**src/rtl/wb_stage.sv**
```systemverilog
// MEM/WB pipeline register and writeback select.
// Extracts and extends load data, selects the writeback source, blocks
// writes to x0 and to faulting loads, flags misaligned/illegal loads and
// counts retired instructions. Register-file commit happens one cycle
// after the slot is accepted here.
module wb_stage #(
  parameter int XLEN  = 32,
  parameter int CNT_W = 32
) (
  input  logic             clk,
  input  logic             rst,
  input  logic             in_valid,
  output logic             in_ready,
  input  logic             stall,
  input  logic             flush,
  input  logic             in_reg_write,
  input  logic [4:0]       in_rd,
  input  logic [1:0]       in_wb_sel,
  input  logic [2:0]       in_funct3,
  input  logic [1:0]       in_addr_lo,
  input  logic [XLEN-1:0]  in_alu_result,
  input  logic [XLEN-1:0]  in_mem_rdata,
  input  logic [XLEN-1:0]  in_pc_plus4,
  input  logic [XLEN-1:0]  in_imm,
  output logic             RegWrite,
  output logic [4:0]       wr,
  output logic [XLEN-1:0]  wd,
  output logic             wb_valid,
  output logic             load_err,
  output logic [CNT_W-1:0] retired_count
);

  localparam logic [1:0] SEL_ALU  = 2'b00;
  localparam logic [1:0] SEL_LOAD = 2'b01;
  localparam logic [1:0] SEL_LINK = 2'b10;
  localparam logic [1:0] SEL_IMM  = 2'b11;

  localparam logic [2:0] F3_LB  = 3'b000;
  localparam logic [2:0] F3_LH  = 3'b001;
  localparam logic [2:0] F3_LW  = 3'b010;
  localparam logic [2:0] F3_LBU = 3'b100;
  localparam logic [2:0] F3_LHU = 3'b101;

  logic [7:0]      ld_byte;
  logic [15:0]     ld_half;
  logic [XLEN-1:0] ld_data;
  logic            ld_err;
  logic            is_load;
  logic            slot_err;
  logic [XLEN-1:0] sel_data;
  logic            next_reg_write;

  // The stage accepts whenever the hazard unit is not freezing it.
  assign in_ready = !stall;

  // Pick the addressed byte and halfword out of the aligned memory word.
  always_comb begin
    ld_byte = in_mem_rdata[7:0];
    case (in_addr_lo)
      2'd0: ld_byte = in_mem_rdata[7:0];
      2'd1: ld_byte = in_mem_rdata[15:8];
      2'd2: ld_byte = in_mem_rdata[23:16];
      2'd3: ld_byte = in_mem_rdata[31:24];
      default: ld_byte = in_mem_rdata[7:0];
    endcase
    ld_half = in_addr_lo[1] ? in_mem_rdata[31:16] : in_mem_rdata[15:0];
  end

  // Extend by load type; misaligned halfword/word and unknown funct3 fault.
  // Faulting loads still produce a value (extraction or raw word) so wd is
  // deterministic even though the write is suppressed.
  always_comb begin
    ld_data = in_mem_rdata;
    ld_err  = 1'b0;
    case (in_funct3)
      F3_LB:  ld_data = {{(XLEN-8){ld_byte[7]}}, ld_byte};
      F3_LBU: ld_data = {{(XLEN-8){1'b0}}, ld_byte};
      F3_LH: begin
        ld_data = {{(XLEN-16){ld_half[15]}}, ld_half};
        ld_err  = in_addr_lo[0];
      end
      F3_LHU: begin
        ld_data = {{(XLEN-16){1'b0}}, ld_half};
        ld_err  = in_addr_lo[0];
      end
      F3_LW: begin
        ld_data = in_mem_rdata;
        ld_err  = (in_addr_lo != 2'd0);
      end
      default: begin
        ld_data = in_mem_rdata;
        ld_err  = 1'b1;
      end
    endcase
  end

  // Writeback source select and the qualified write enable.
  always_comb begin
    sel_data = in_alu_result;
    case (in_wb_sel)
      SEL_ALU:  sel_data = in_alu_result;
      SEL_LOAD: sel_data = ld_data;
      SEL_LINK: sel_data = in_pc_plus4;
      SEL_IMM:  sel_data = in_imm;
      default:  sel_data = in_alu_result;
    endcase
    is_load        = (in_wb_sel == SEL_LOAD);
    slot_err       = is_load && ld_err;
    next_reg_write = in_valid && in_reg_write && (in_rd != 5'd0) && !slot_err;
  end

  // Pipeline register: flush bubbles (keeping wr/wd), stall holds, else capture.
  always_ff @(posedge clk or posedge rst) begin
    if (rst) begin
      RegWrite      <= 1'b0;
      wr            <= '0;
      wd            <= '0;
      wb_valid      <= 1'b0;
      load_err      <= 1'b0;
      retired_count <= '0;
    end else if (flush) begin
      RegWrite <= 1'b0;
      wb_valid <= 1'b0;
      load_err <= 1'b0;
    end else if (!stall) begin
      RegWrite <= next_reg_write;
      wr       <= in_rd;
      wd       <= sel_data;
      wb_valid <= in_valid;
      load_err <= in_valid && slot_err;
      if (in_valid)
        retired_count <= retired_count + CNT_W'(1);
    end
  end

endmodule

```
**config.mk**
```make
export PLATFORM = sky130hd
export DESIGN_NAME = wb_stage
export DESIGN_NICKNAME = d
export VERILOG_FILES = /design/src/rtl/wb_stage.sv
export SDC_FILE = /design/constraint.sdc
export NUM_CORES = 1
export LEC_CHECK = 0
export ABC_AREA = 1
export CAP_MARGIN = 0
export CORE_UTILIZATION = 48
export CTS_BUF_LIST = sky130_fd_sc_hd__clkbuf_4 sky130_fd_sc_hd__clkbuf_8
export DETAILED_ROUTE_END_ITERATION = 8
export PLACE_DENSITY = 0.93
export SYNTH_ARGS = -nofsm -noshare
export SYNTH_HDL_FRONTEND = slang
export SYNTH_SLANG_ARGS = --single-unit
```
**constraint.sdc**
```tcl
create_clock -name clk -period 3.8 [get_ports clk]
set_input_delay 0.38 -clock clk [delete_from_list [all_inputs] [get_ports clk]]
set_output_delay 0.38 -clock clk [all_outputs]
set_load 0.05 [all_outputs]
```
### Word level (Yosys, flattened, before mapping)

Cells that the tools add are included.

* add/sub/neg operators: 1
* equality and inequality tests: 11
* muxes and demuxes: 11
* bitwise gates (word level): 2
* reduce and logical (&&, ||, !) cells: 16

Operators by type and width (count)
* case mux 32 bit (4 select lines): 2
* adder 32 x 1 -> 32 bit, second input constant: 1
* case mux 8 bit (4 select lines): 1
* 2-to-1 mux 16 bit: 1
* == test 2 bit, second input constant: 4
* == test 3 bit, second input constant: 2
* 2-to-1 mux 1 bit: 6
* logical AND 1 bit: 5
* nonzero test 5 bit: 1
* == test 2 x 1 -> 1 bit, second input constant: 2
* logical NOT 2 bit: 2
* OR reduction 2 bit: 2
* == test 3 x 1 -> 1 bit, second input constant: 1
* == test 3 x 2 -> 1 bit, second input constant: 1
* logical NOT 3 bit: 1
* case mux 1 bit (3 select lines): 1
* AND reduction 3 bit: 1
* logical NOT 1 bit: 2
* != test 2 x 1 -> 1 bit, second input constant: 1
* NOT 1 bit: 2
* AND reduction 2 bit: 1
* nonzero test 2 bit: 1

* bits in registers: 72
* bits of input ports: 146
* output and inout bits: 73
* logic and storage cells: 47

### Logic depth before layout (Yosys ltp)

Gate-level depths: netlist of the first run.

* depth in word-level cells: 8
* gate-level depth with buffers: 12
* mapped depth without buffers: 10

### Worst setup path after synthesis of the first run

No wires, ideal clock.

* path type: reg-to-reg
* start: reg retired_count[1]
* end: reg retired_count[24]
* setup time: 0.142 ns
* arrival time: 1.630 ns
* required time: 3.658 ns
* setup slack: 2.028 ns
* cell stages (with the launch flop): 8
* buffers on the path: 0
* period minus slack after synthesis: 1.772 ns
* cells stage by stage: dfrtp_1 ha_1 nand3_1 nor2_4 nand2_1 nor2_1 nand2_1 xnor2_1

* cells in the longest elaborated chain, start to end: 1

Ends and longest elaborated chain
* start, declared: line 30 `output logic [CNT_W-1:0] retired_count`
* start signal, assigned: line 132 `retired_count <= retired_count + CNT_W'(1);`
* adder 32 x 1 -> 32 bit: line 132

Every way passes these cells.
A chain may end at the register's enable or synchronous reset.

### Worst setup path after layout of the first run

* start: in in_wb_sel[0]
* end: reg wd[19]

* cells in the longest elaborated chain, start to end: 2
* elaborated cells between the ends (all ways): 5
* those cells by class: eq/ne (3); mux (1); reduce/logical (1)

Ends and longest elaborated chain
* start, declared: line 18 `input logic [1:0] in_wb_sel,`
* == test 2 bit, or another cell as far along: line 100 `case (in_wb_sel)`
* case mux 32 bit (4 select lines) (*): line 100
* end signal, assigned: line 128 `wd <= sel_data;`
* end, declared: line 27 `output logic [XLEN-1:0] wd,`

Every way passes the cells marked *; elsewhere a longest branch is shown, timed or not.

==> out/summary.txt, run 1 <==
Clock tree buffer depth: 2
Max Slew Vio Count: 0
Critical path capture point type: register
Layout cells sized above 1: 5.605%
Min Tclk post-route: 2304 ps
Cell at the slowest stage of the critical path: clkdlybuf4s50_1
Max cap viols: 0
Synthesized flop and latch total: 72
Status: complete, no violations
Post-Syn Instances: 810
Avg WL per Cell: 14.94 um
Iter 0 DRT Violations: 377
Total power: 2.715 mW
I/O Pins: 219
Die W: 105.3 um
Die Y: 105.3 um
Rel. slew slack: 47.26%
Worst Path Required: 4050 ps
Crit-path leading delay family: buffers and inverters
# port buffers: 218
Post-synth top area cell: dfrtp_1
CTS Sinks: 72
DR DRC count: 0
Via/cell ratio: 5.127
Critical path's largest stage delay: 700 ps
Synth unique cells: 34
Depth of the CTS H-tree: 3
GRT Residual Overflow: 0
Flop-to-flop setup slack: 1990 ps
WP data arrival: 2560 ps
WP buf/inv: 3
Worst min-delay path class: in -> async
Setup tns final: 0 ps
Reg-to-reg startpoint: retired_count[1]
First-pass GRT wire length: 28320 um
CP dominant cell by count: nand2_1
Clock slew at reported path FFs: 90 ps
Worst setup SP type: primary input
Synth-to-layout area growth: 48.25%
CTS tree: yes
Antenna-violating nets left: 0
Syn_nets: 957
Cells on worst reg2reg path: 8
Final net count: 1159
Critical-path cell list: clkdlybuf4s50_1 > inv_2 > nor2_4 > inv_1 > a21oi_1 > nand2_1 > nand2_1 > nand2_1 > nand2_1
Largest net degree at the start of global routing: 53
Hpwl dp: 13340 um
RSZ-0062 raised after global routing: no
Pwr dens: 357.6 mW/mm2
Hold Buf Count CTS: 0
Drt total wl: 17230 um
Setup Fix Bufs, Post-CTS: 0
Beginning of the critical path: in_wb_sel[0]
CTS buffer count: 9
Crit path depth: 9
Via Count: 5912
Total track usage: 32.31%
Setup Viol. Count Final: 0
Routability-driven placement congestion ratio: 0.9712
Vias in the first global route: 5804
Most frequent cells in the layout: nand2_1, clkdlybuf4s50_1, nor2_1
Critical path class: in -> reg
Die ar.: 0.01109 mm2
Mapped cell area: 0.005121 mm2
Crit-path max FO: 24
Fmax: 434.0 MHz
Initial core utilization: 49.61%
Final Hold Viols: 0
Peak supply drop: 0.2274 mV
Initial antenna violation count: 0
Seq/Total Area, Yosys: 35.18%
Area contributors post-synth: dfrtp_1, nand2_1, nor2_1, inv_1, a21oi_1
Proportion of netlist area held by the largest area contributor: 35.18%
FP Rows: 37
Worst-Skew Late Latency: 360 ps
Number of diodes: 0
Synth Area per Inst: 6.322 um2
Yosys warning count: 0
Leak pwr: 3.667 nW
Worst clock skew: 8.454 ps
Leading cell type in the layout, fill and taps excluded: nand2_1
Period Utilization, post-route: 60.63%
Worst R2R End: retired_count[26]
First-pass DRT Iterations: 5
Actual slew at the worst max-slew pin: 790.2 ps
Total core area: 0.01032 mm2
CTS resizes: 0
Root buffer cell: clkbuf_8
## where the power goes
part	total, mW	internal (mW)	leakage, nW	switching [mW]
sequential	0.928	0.852	0.936	0.0756
clock	0.783	0.445	0.126	0.338
combinational	1.00	0.383	2.60	0.621
## sequential cells by signal, summed over array words and instances (netlist names)
register       cells
RegWrite           1
wr                 5
retired_count     32
wb_valid           1
wd                32
load_err           1
## cell families after synthesis
family / synth area share (%)
flops: 35.18
compound gates: 11.21
fa+ha+maj: 0.2443
buf+inv: 8.697
xor+xnor: 3.225
simple gates: 41.44
## final cells by class
type                            instances  area, um2
Multi-Input combinational cell        632       2877
Clock inverter                          7      127.6
Clock buffer                            9      123.9
Timing Repair Buffer                  223       2215
Tap cell                              136      170.2
Inverter                               74      277.8
Sequential cell                        72       1802
Fill cell                             826       2731
## stage by stage
step	instance area [um2]	cells	util, %	setup slack [ps]	hold WS (ps)
6_report	7592	1153	73.54	1496	337.1
5_1_grt	7592	1153	73.54	1337	366.6
4_1_cts	7592	1153	73.54	1545	346.2
3_5_place_dp	7341	1137	71.11	1167	458.7
3_3_place_gp	7341	1137	71.11	1277	453.1
2_1_floorplan	5121	810	-	1595	496.8
## metal layers
metal	GRT usage, %	part of all wire [%]	vias to the layer above
met1	43.20	44	2684
met3	4.886	7.0	32
li1	-	-	2929
met4	10.97	2.2	0
met2	53.43	47	267
met5	0	0	-
## Yosys cell counts
| cell type | n |
|---|---|
| nand2_1 | 362 |
| nor2_1 | 75 |
| dfrtp_1 | 72 |
| inv_1 | 68 |
| a21oi_1 | 49 |
| o21ai_0 | 40 |
| nand3_1 | 18 |
| clkbuf_1 | 15 |
| nand2_2 | 14 |
| nand3b_1 | 12 |
| buf_2 | 11 |
| xor2_1 | 10 |
| a31oi_1 | 9 |
| o21a_1 | 9 |
| xnor2_1 | 7 |
| nor3_1 | 5 |
| inv_2 | 4 |
| nand4_1 | 4 |
| nor2_4 | 4 |
| nand3_2 | 3 |
| buf_4 | 2 |
| buf_6 | 2 |
| clkinv_1 | 2 |
| nand2_4 | 2 |
| nor2_2 | 2 |
| and2_1 | 1 |
| buf_1 | 1 |
| buf_8 | 1 |
| ha_1 | 1 |
| nand4_4 | 1 |
| nor2_8 | 1 |
| nor4_1 | 1 |
| o21ai_1 | 1 |
| xor2_2 | 1 |
## worst max path at each step
stage	endpoint
6_report	wd[19]
5_1_grt	wd[19]
4_1_cts	wd[19]
3_5_place_dp	wd[19]
3_3_place_gp	wd[22]
2_1_floorplan	RegWrite
## worst register-to-register path, cell delays in order (launching register included)
cell	delay, ps
dfrtp_1	440
ha_1	200
inv_1	60
nor2_1	180
nand2_1	120
nor3_1	410
nand4_1	140
nand2_1	90
nand2_1	50
(Power assumes the default switching activity.)
==> run 2: changes to the inputs <==
--- a/config.mk
+++ b/config.mk
@@ -7,10 +7,10 @@
 export LEC_CHECK = 0
 export ABC_AREA = 1
 export CAP_MARGIN = 0
-export CORE_UTILIZATION = 48
+export CORE_UTILIZATION = 40
 export CTS_BUF_LIST = sky130_fd_sc_hd__clkbuf_4 sky130_fd_sc_hd__clkbuf_8
 export DETAILED_ROUTE_END_ITERATION = 8
-export PLACE_DENSITY = 0.93
+export PLACE_DENSITY = 0.83
 export SYNTH_ARGS = -nofsm -noshare
 export SYNTH_HDL_FRONTEND = slang
 export SYNTH_SLANG_ARGS = --single-unit
==> constraint.sdc (replaced) <==
create_clock -name clk -period 1.9 [get_ports clk]
set_input_delay 0.19 -clock clk [delete_from_list [all_inputs] [get_ports clk]]
set_output_delay 0.19 -clock clk [all_outputs]
set_load 0.05 [all_outputs]
==> out/summary.txt, run 2 (synthesized netlist as in run 1, its figures left out) <==
Status: complete, no violations
Critical path's largest stage delay: 850 ps
Setup Fix Bufs, Post-CTS: 0
Top flop regs: retired_count: 32 flops, wd: 32 flops, wr: 5 flops
Net Sw Frac: 39.13%
FP Rows: 40
Leak pwr: 3.801 nW
Peak supply drop: 0.3463 mV
Hpwl dp: 14030 um
Final Hold Viols: 0
Critical path class: reg -> out
Initial core utilization: 41.77%
Clock Power Share: 23.7%
Total track usage: 27.71%
Clock tree buffer depth: 2
Total core area: 0.01226 mm2
Layout cells sized above 1: 7.618%
Max cap viols: 0
Die W: 115.2 um
Worst Path Required: 1710 ps
WP buf/inv: 1
Leading cell type in the layout, fill and taps excluded: nand2_1
Critical path capture point type: output pin
Crit-path leading delay family: buffers and inverters
Synth-to-layout area growth: 52.02%
CTS Sinks: 72
# port buffers: 218
Most frequent cells in the layout: nand2_1, clkdlybuf4s50_1, nor2_1
Max Slew Vio Count: 0
Worst setup SP type: register
Avg WL per Cell: 14.85 um
Rel. slew slack: 62.61%
Setup Viol. Count Final: 0
Total power: 5.128 mW
Pwr dens: 658.7 mW/mm2
Iter 0 DRT Violations: 485
WP data arrival: 1660 ps
Vias in the first global route: 5493
Sequential share of power: 36.3%
Via Count: 5895
Internal power: 3.122 mW
Drt total wl: 17890 um
Period Utilization, post-route: 97.21%
Largest net degree at the start of global routing: 40
GRT Residual Overflow: 0
Hold Buf Count CTS: 0
Die Y: 115.2 um
Min Tclk post-route: 1847 ps
Actual slew at the worst max-slew pin: 559.1 ps
Comb pwr share: 40.0%
Worst-Skew Late Latency: 350 ps
RSZ-0062 raised after global routing: no
First-pass DRT Iterations: 5
First-pass GRT wire length: 28210 um
Crit-path max FO: 7
Cell at the slowest stage of the critical path: clkdlybuf4s50_1
Initial antenna violation count: 0
P_sw: 2.007 mW
Root buffer cell: clkbuf_8
CTS tree: yes
Fmax: 541.4 MHz
Final net count: 1180
Placed insts: 1190
CTS buffer count: 9
Via/cell ratio: 4.892
DR DRC count: 0
I/O Pins: 219
Routability-driven placement congestion ratio: 0.9645
Worst min-delay path class: in -> async
Number of diodes: 0
Antenna-violating nets left: 0
Critical-path cell list: clkdlybuf4s50_1
Die ar.: 0.01326 mm2
Depth of the CTS H-tree: 3
Clock slew at reported path FFs: 80 ps
Worst clock skew: 12.11 ps
Post-route insts no fill: 1205
[run 2: final cells by class]
| class | instances | area (um2) |
|---|---|---|
| multi-input cells | 632 | 2877 |
| repair buffers | 244 | 2425 |
| clock inverters | 5 | 58.81 |
| flip-flops and latches | 72 | 1802 |
| well taps | 168 | 210.2 |
| fillers | 1167 | 4477 |
| clock buffers | 10 | 131.4 |
| inverters | 74 | 281.5 |
[run 2: path summary, 6_finish.rpt]
kind / startpoint / endpoint / slack (ps) / depth (start not counted)
min in group clk: in_rd[1] / wr[1] / 410 / 3
max in group asynchronous: rst / wd[17] / 1180 / 3
hold / removal: rst / retired_count[6] / 220 / 2
hold reg to reg: wb_valid / wb_valid / 470 / 2
setup / recovery: retired_count[27] / retired_count[27] / 50 / 1
setup reg to reg: retired_count[1] / retired_count[22] / 220 / 8
[run 2: what timing repair did]
| item | CTS | global route |
|---|---|---|
| endpoints found under the setup margin | 0 | 3 |
| hold endpoints to repair | 0 | 0 |
| resized for setup | 0 | 3 |
[run 2: routing by layer]
layer,wire length (um),track usage (%)
met4,401,10.13
met1,8408,38.61
met2,8127,43.94
met3,954,3.743
met5,0,0
[run 2: through the flow]
step | cell area, um2 | setup TNS [ps] | hold slack [ps] | util, % | worst slack [ps]
2_1_floorplan | 5125 | 0 | 306.8 | - | 127.6
3_3_place_gp | 7587 | -279.8 | 454.2 | 61.88 | -95.71
3_5_place_dp | 7587 | -108.4 | 458.3 | 61.88 | -27.35
4_1_cts | 7777 | 0 | 216.1 | 63.43 | 8.301
5_1_grt | 7785 | 0 | 253.3 | 63.49 | 3.517
6_report | 7785 | 0 | 217.4 | 63.49 | 53.01
[run 2: power groups by stage]
| stage | clock [mW] | sequential [mW] | combinational [mW] |
|---|---|---|---|
| 2_1_floorplan | 0 | 2.48 | 0.562 |
| 3_3_place_gp | 0 | 1.89 | 2.03 |
| 3_5_place_dp | 0 | 1.89 | 2.05 |
| 4_1_cts | 1.25 | 1.86 | 2.05 |
| 5_1_grt | 1.31 | 1.88 | 2.19 |
| 6_report | 1.22 | 1.86 | 2.05 |
==> RTL edit 1: new RTL, config.mk and constraints of run 1 <==
`CNT_W`: 32 -> 64.
--- a/src/rtl/wb_stage.sv
+++ b/src/rtl/wb_stage.sv
@@ -5,7 +5,7 @@
 // after the slot is accepted here.
 module wb_stage #(
   parameter int XLEN  = 32,
-  parameter int CNT_W = 32
+  parameter int CNT_W = 64
 ) (
   input  logic             clk,
   input  logic             rst,
Interface: changed (resized retired_count); port bits go from 219 to 251. No check against the original RTL was run, so the function may have changed too.
==> RTL edit 1 against run 1 <==
Clock skew is 0.0071 ns higher; total power is 8.9% higher; cell area is 27% higher; synthesized area is 33% higher; wire length is 38% higher; sequential cell count is 32 higher; non-clock buffer count is 35 higher; setup slack worse by 0.038 ns; largest power group is now registers.
==> RTL edit 1: results <==
group,metric,value,unit
outcome,status,"completed",
finish,stdcell_area,0.009652,sq mm
route,drt_pre_antenna_iters,6,
synthesis,synth_area_leaders,"dfrtp_1 (38%), nand2_1 (23%), nor2_1 (10%)",
global_routing,grt_pass1_vias,7305,
place,dp_slack,1.109,ns
power,p_leak,4.521,nW
die,die_x,121.2,um
route,met2WireLength,11120,um
critical_path,reg2reg_slack,1.92,ns
sta,slew-limit-headroom,38.23,%
finish,largest_registers,"retired_count (64), wd (32), wr (5)",
synthesis,avgSynthCellArea,6.615,sq um
global_routing,gr-usage-met1,44.02,%
synthesis,synth_seq_area_share,38.16,%
critical_path,critPathMaxFanout,28,
finish,instances_no_fill,1453,
finish,drive_gt1_share,4.870,%
route,wl_met1,10180,um
critical_path,rr_worst_depth,10,
global_routing,grt_usage,33.02,%
sta,min_period,2.342,ns
power,seq_cell_power,1.27,mW
finish,nFillCells,1210,
synthesis,ys_types,38,
place,dp_hpwl,18650,um
route,drt-total-wl,23850,um
finish,sh_seq_area,26.96,%
[RTL edit 1: cell types whose count changed in the layout (fill, tap and decap cells not counted), sizes merged, moves of 9 or more]
cell,before,now
xnor2,7,24
xor2,11,21
dfrtp,72,104
nand2,378,417
a21oi,49,28
o21a,9,0
clkdlybuf4s50,217,250
nand4,5,20
nor2,82,201
[RTL edit 1: how the worst min path moves through the flow]
stage                                    end               start  cells past startpoint
after detailed placement  wd[31]$_DFFE_PP0P_  wd[31]$_DFFE_PP0P_                      2
after global routing       wr[1]$_DFFE_PP0P_   wr[1]$_DFFE_PP0P_                      2
after global placement     wr[0]$_DFFE_PP0P_   wr[0]$_DFFE_PP0P_                      2
after CTS                 wd[31]$_DFFE_PP0P_  wd[31]$_DFFE_PP0P_                      2
after floorplan            wr[0]$_DFFE_PP0P_            in_rd[0]                      2
final                      wr[3]$_DFFE_PP0P_   wr[3]$_DFFE_PP0P_                      2
==> RTL edit 2: new RTL, flow settings as in run 1 <==
Without the edit above. Reset style: synchronous (`rst`), changed in one clocked block.
--- a/src/rtl/wb_stage.sv
+++ b/src/rtl/wb_stage.sv
@@ -110,7 +110,7 @@
   end
 
   // Pipeline register: flush bubbles (keeping wr/wd), stall holds, else capture.
-  always_ff @(posedge clk or posedge rst) begin
+  always_ff @(posedge clk) begin
     if (rst) begin
       RegWrite      <= 1'b0;
       wr            <= '0;
Behaviour: differs if rst is asserted again (counterexample within 4 cycles, from zero or initial values and one cycle with rst high); with rst held inactive, the same outputs for 10 cycles.
==> RTL edit 2 against run 1 <==
Total power fell by 30%; sequential cell count unchanged; synthesized area shrank 0.56%; setup slack got worse by 0.19 ns; die area shrank 0.55%; wire length is 5.3% higher; utilization is 1.3 points lower; critical endpoint is now wd[27]$_SDFFE_PP0P_; cell area down 1.8%; first-iteration DRC count decreased by 1.9%; critical path depth grew 1.
==> RTL edit 2: results <==
group,metric,value,unit
place,dp_hpwl,13970,um
critical_path,cp-startpoint,"in_funct3[1]",
finish,area_share_clock_buf_inv,2.282,%
cts,ctsResizeCount,0,
finish,buffers,223,
finish,flops_and_latches,72,
place,placedCellCount,1231,
cts,root_buffer,"clkbuf_8",
cts,clk_latency,0.34,ns
global_routing,grt_max_degree,53,
global_routing,grt_pass1_vias,5991,
finish,nFillCells,882,
synthesis,synth_compound_area_share,15.45,%
synthesis,async_reset_ff_share,0,%
sta,fmax,400.3,MHz
finish,multi_input_area,0.003092,sq mm
power,vdd_drop_max,0.0001907,V
finish,fin_nets,1253,
sta,slew-limit-headroom,31.95,%
worst_hold_path,hold_path_class,"reg2reg",
finish,buffer_area_share,29.64,%
synthesis,synth_seq_area_share,28.30,%
synthesis,synth-adder-area-share,0.2457,%
route,vias,6499,
power,p_leak,3.121,nW
place,gp_congestion,0.9183,
route,drt_pre_antenna_iters,6,
finish,regArea,0.001441,sq mm
critical_path,reg2reg_to,"retired_count[22]$_SDFFE_PP0P_",
synthesis,synth_common_cells,"nand2_1 (344), nor2_1 (123), inv_1 (93)",
synthesis,synth_area_leaders,"dfxtp_1 (28%), nand2_1 (25%), nor2_1 (9.1%)",
finish,stdcell_area,0.007456,sq mm
route,wl_per_cell,14.54,um
critical_path,reg2reg_slack,1.95,ns
finish,drive_gt1_share,4.410,%
outcome,status,"completed",
cts,cts_max_level,3,
global_routing,grt_pass1_wl,28650,um
power,power_switching_share,33.83,%
critical_path,rr_worst_depth,8,
route,drt-total-wl,18130,um
critical_path,arrival,2.71,ns
finish,multi_input_cells,701,
synthesis,synthCells,914,
place,dp_slack,1.024,ns
critical_path,reg2reg_from,"retired_count[0]$_SDFFE_PP0P_",
global_routing,antenna_found_initial,0,
sta,skew,0.01147,ns
place,dpl-instance-area,0.007286,sq mm
critical_path,critPathMaxFanout,36,
synthesis,synth-xor-area-share,0.5160,%
route,drt_iter0_markers,370,
synthesis,syn-num-nets,1061,
critical_path,critPathCapture,"wd[27]$_SDFFE_PP0P_",
global_routing,grt_usage,32.66,%
finish,inverters_excl_clock,99,
## RTL edit 2: critical path: stages
cell	delay, ns
clkdlybuf4s50_1	0.80
clkinv_2	0.56
nand2_4	0.30
nor2_2	0.07
nand3_4	0.15
nand2_4	0.15
nand2_1	0.09
nand2_1	0.06
nand2_1	0.07
a21oi_1	0.06
## RTL edit 2: how the worst min path moves through the flow
stage	startpoint	endpoint	slack, ns	depth (start not counted)
global placement	load_err$_SDFFE_PP0N_	load_err$_SDFFE_PP0N_	0.45	2
finish	load_err$_SDFFE_PP0N_	load_err$_SDFFE_PP0N_	0.47	2
detailed placement	wd[29]$_SDFFE_PP0P_	wd[29]$_SDFFE_PP0P_	0.46	2
CTS	wd[29]$_SDFFE_PP0P_	wd[29]$_SDFFE_PP0P_	0.47	2
floorplan	in_rd[0]	wr[0]$_SDFFE_PP0P_	0.51	2
global route	wd[29]$_SDFFE_PP0P_	wd[29]$_SDFFE_PP0P_	0.49	2
## RTL edit 2: power groups by stage
stage	Combinational [mW]	Sequential [mW]	Clock [mW]
floorplan	0.214	0.896	0
global placement	0.557	0.811	0
detailed placement	0.561	0.812	0
CTS	0.563	0.794	0.555
global route	0.611	0.797	0.590
finish	0.568	0.794	0.549
## RTL edit 2: cells by family (layout without fill, tap and decap cells)
| family | count (synthesis) | count (layout) |
|---|---|---|
| AOI/OAI and AO/OA | 154 | 154 |
| xor gates and xnor gates | 3 | 3 |
| adders and majority gates | 1 | 1 |
| buffers and inverters | 141 | 338 |
| DFF | 72 | 72 |
| and+or+nand+nor | 543 | 543 |
## RTL edit 2: metal layers
layer  part of all wire (%)  track usage, %  up-vias  wire, um
met1                     39           36.89     2904      7102
li1                       -               -     3245         -
met2                     49           57.90      302      8938
met5                      0               0        -         0
met4                    3.3           13.88        0       595
met3                    8.2           8.422       48      1496
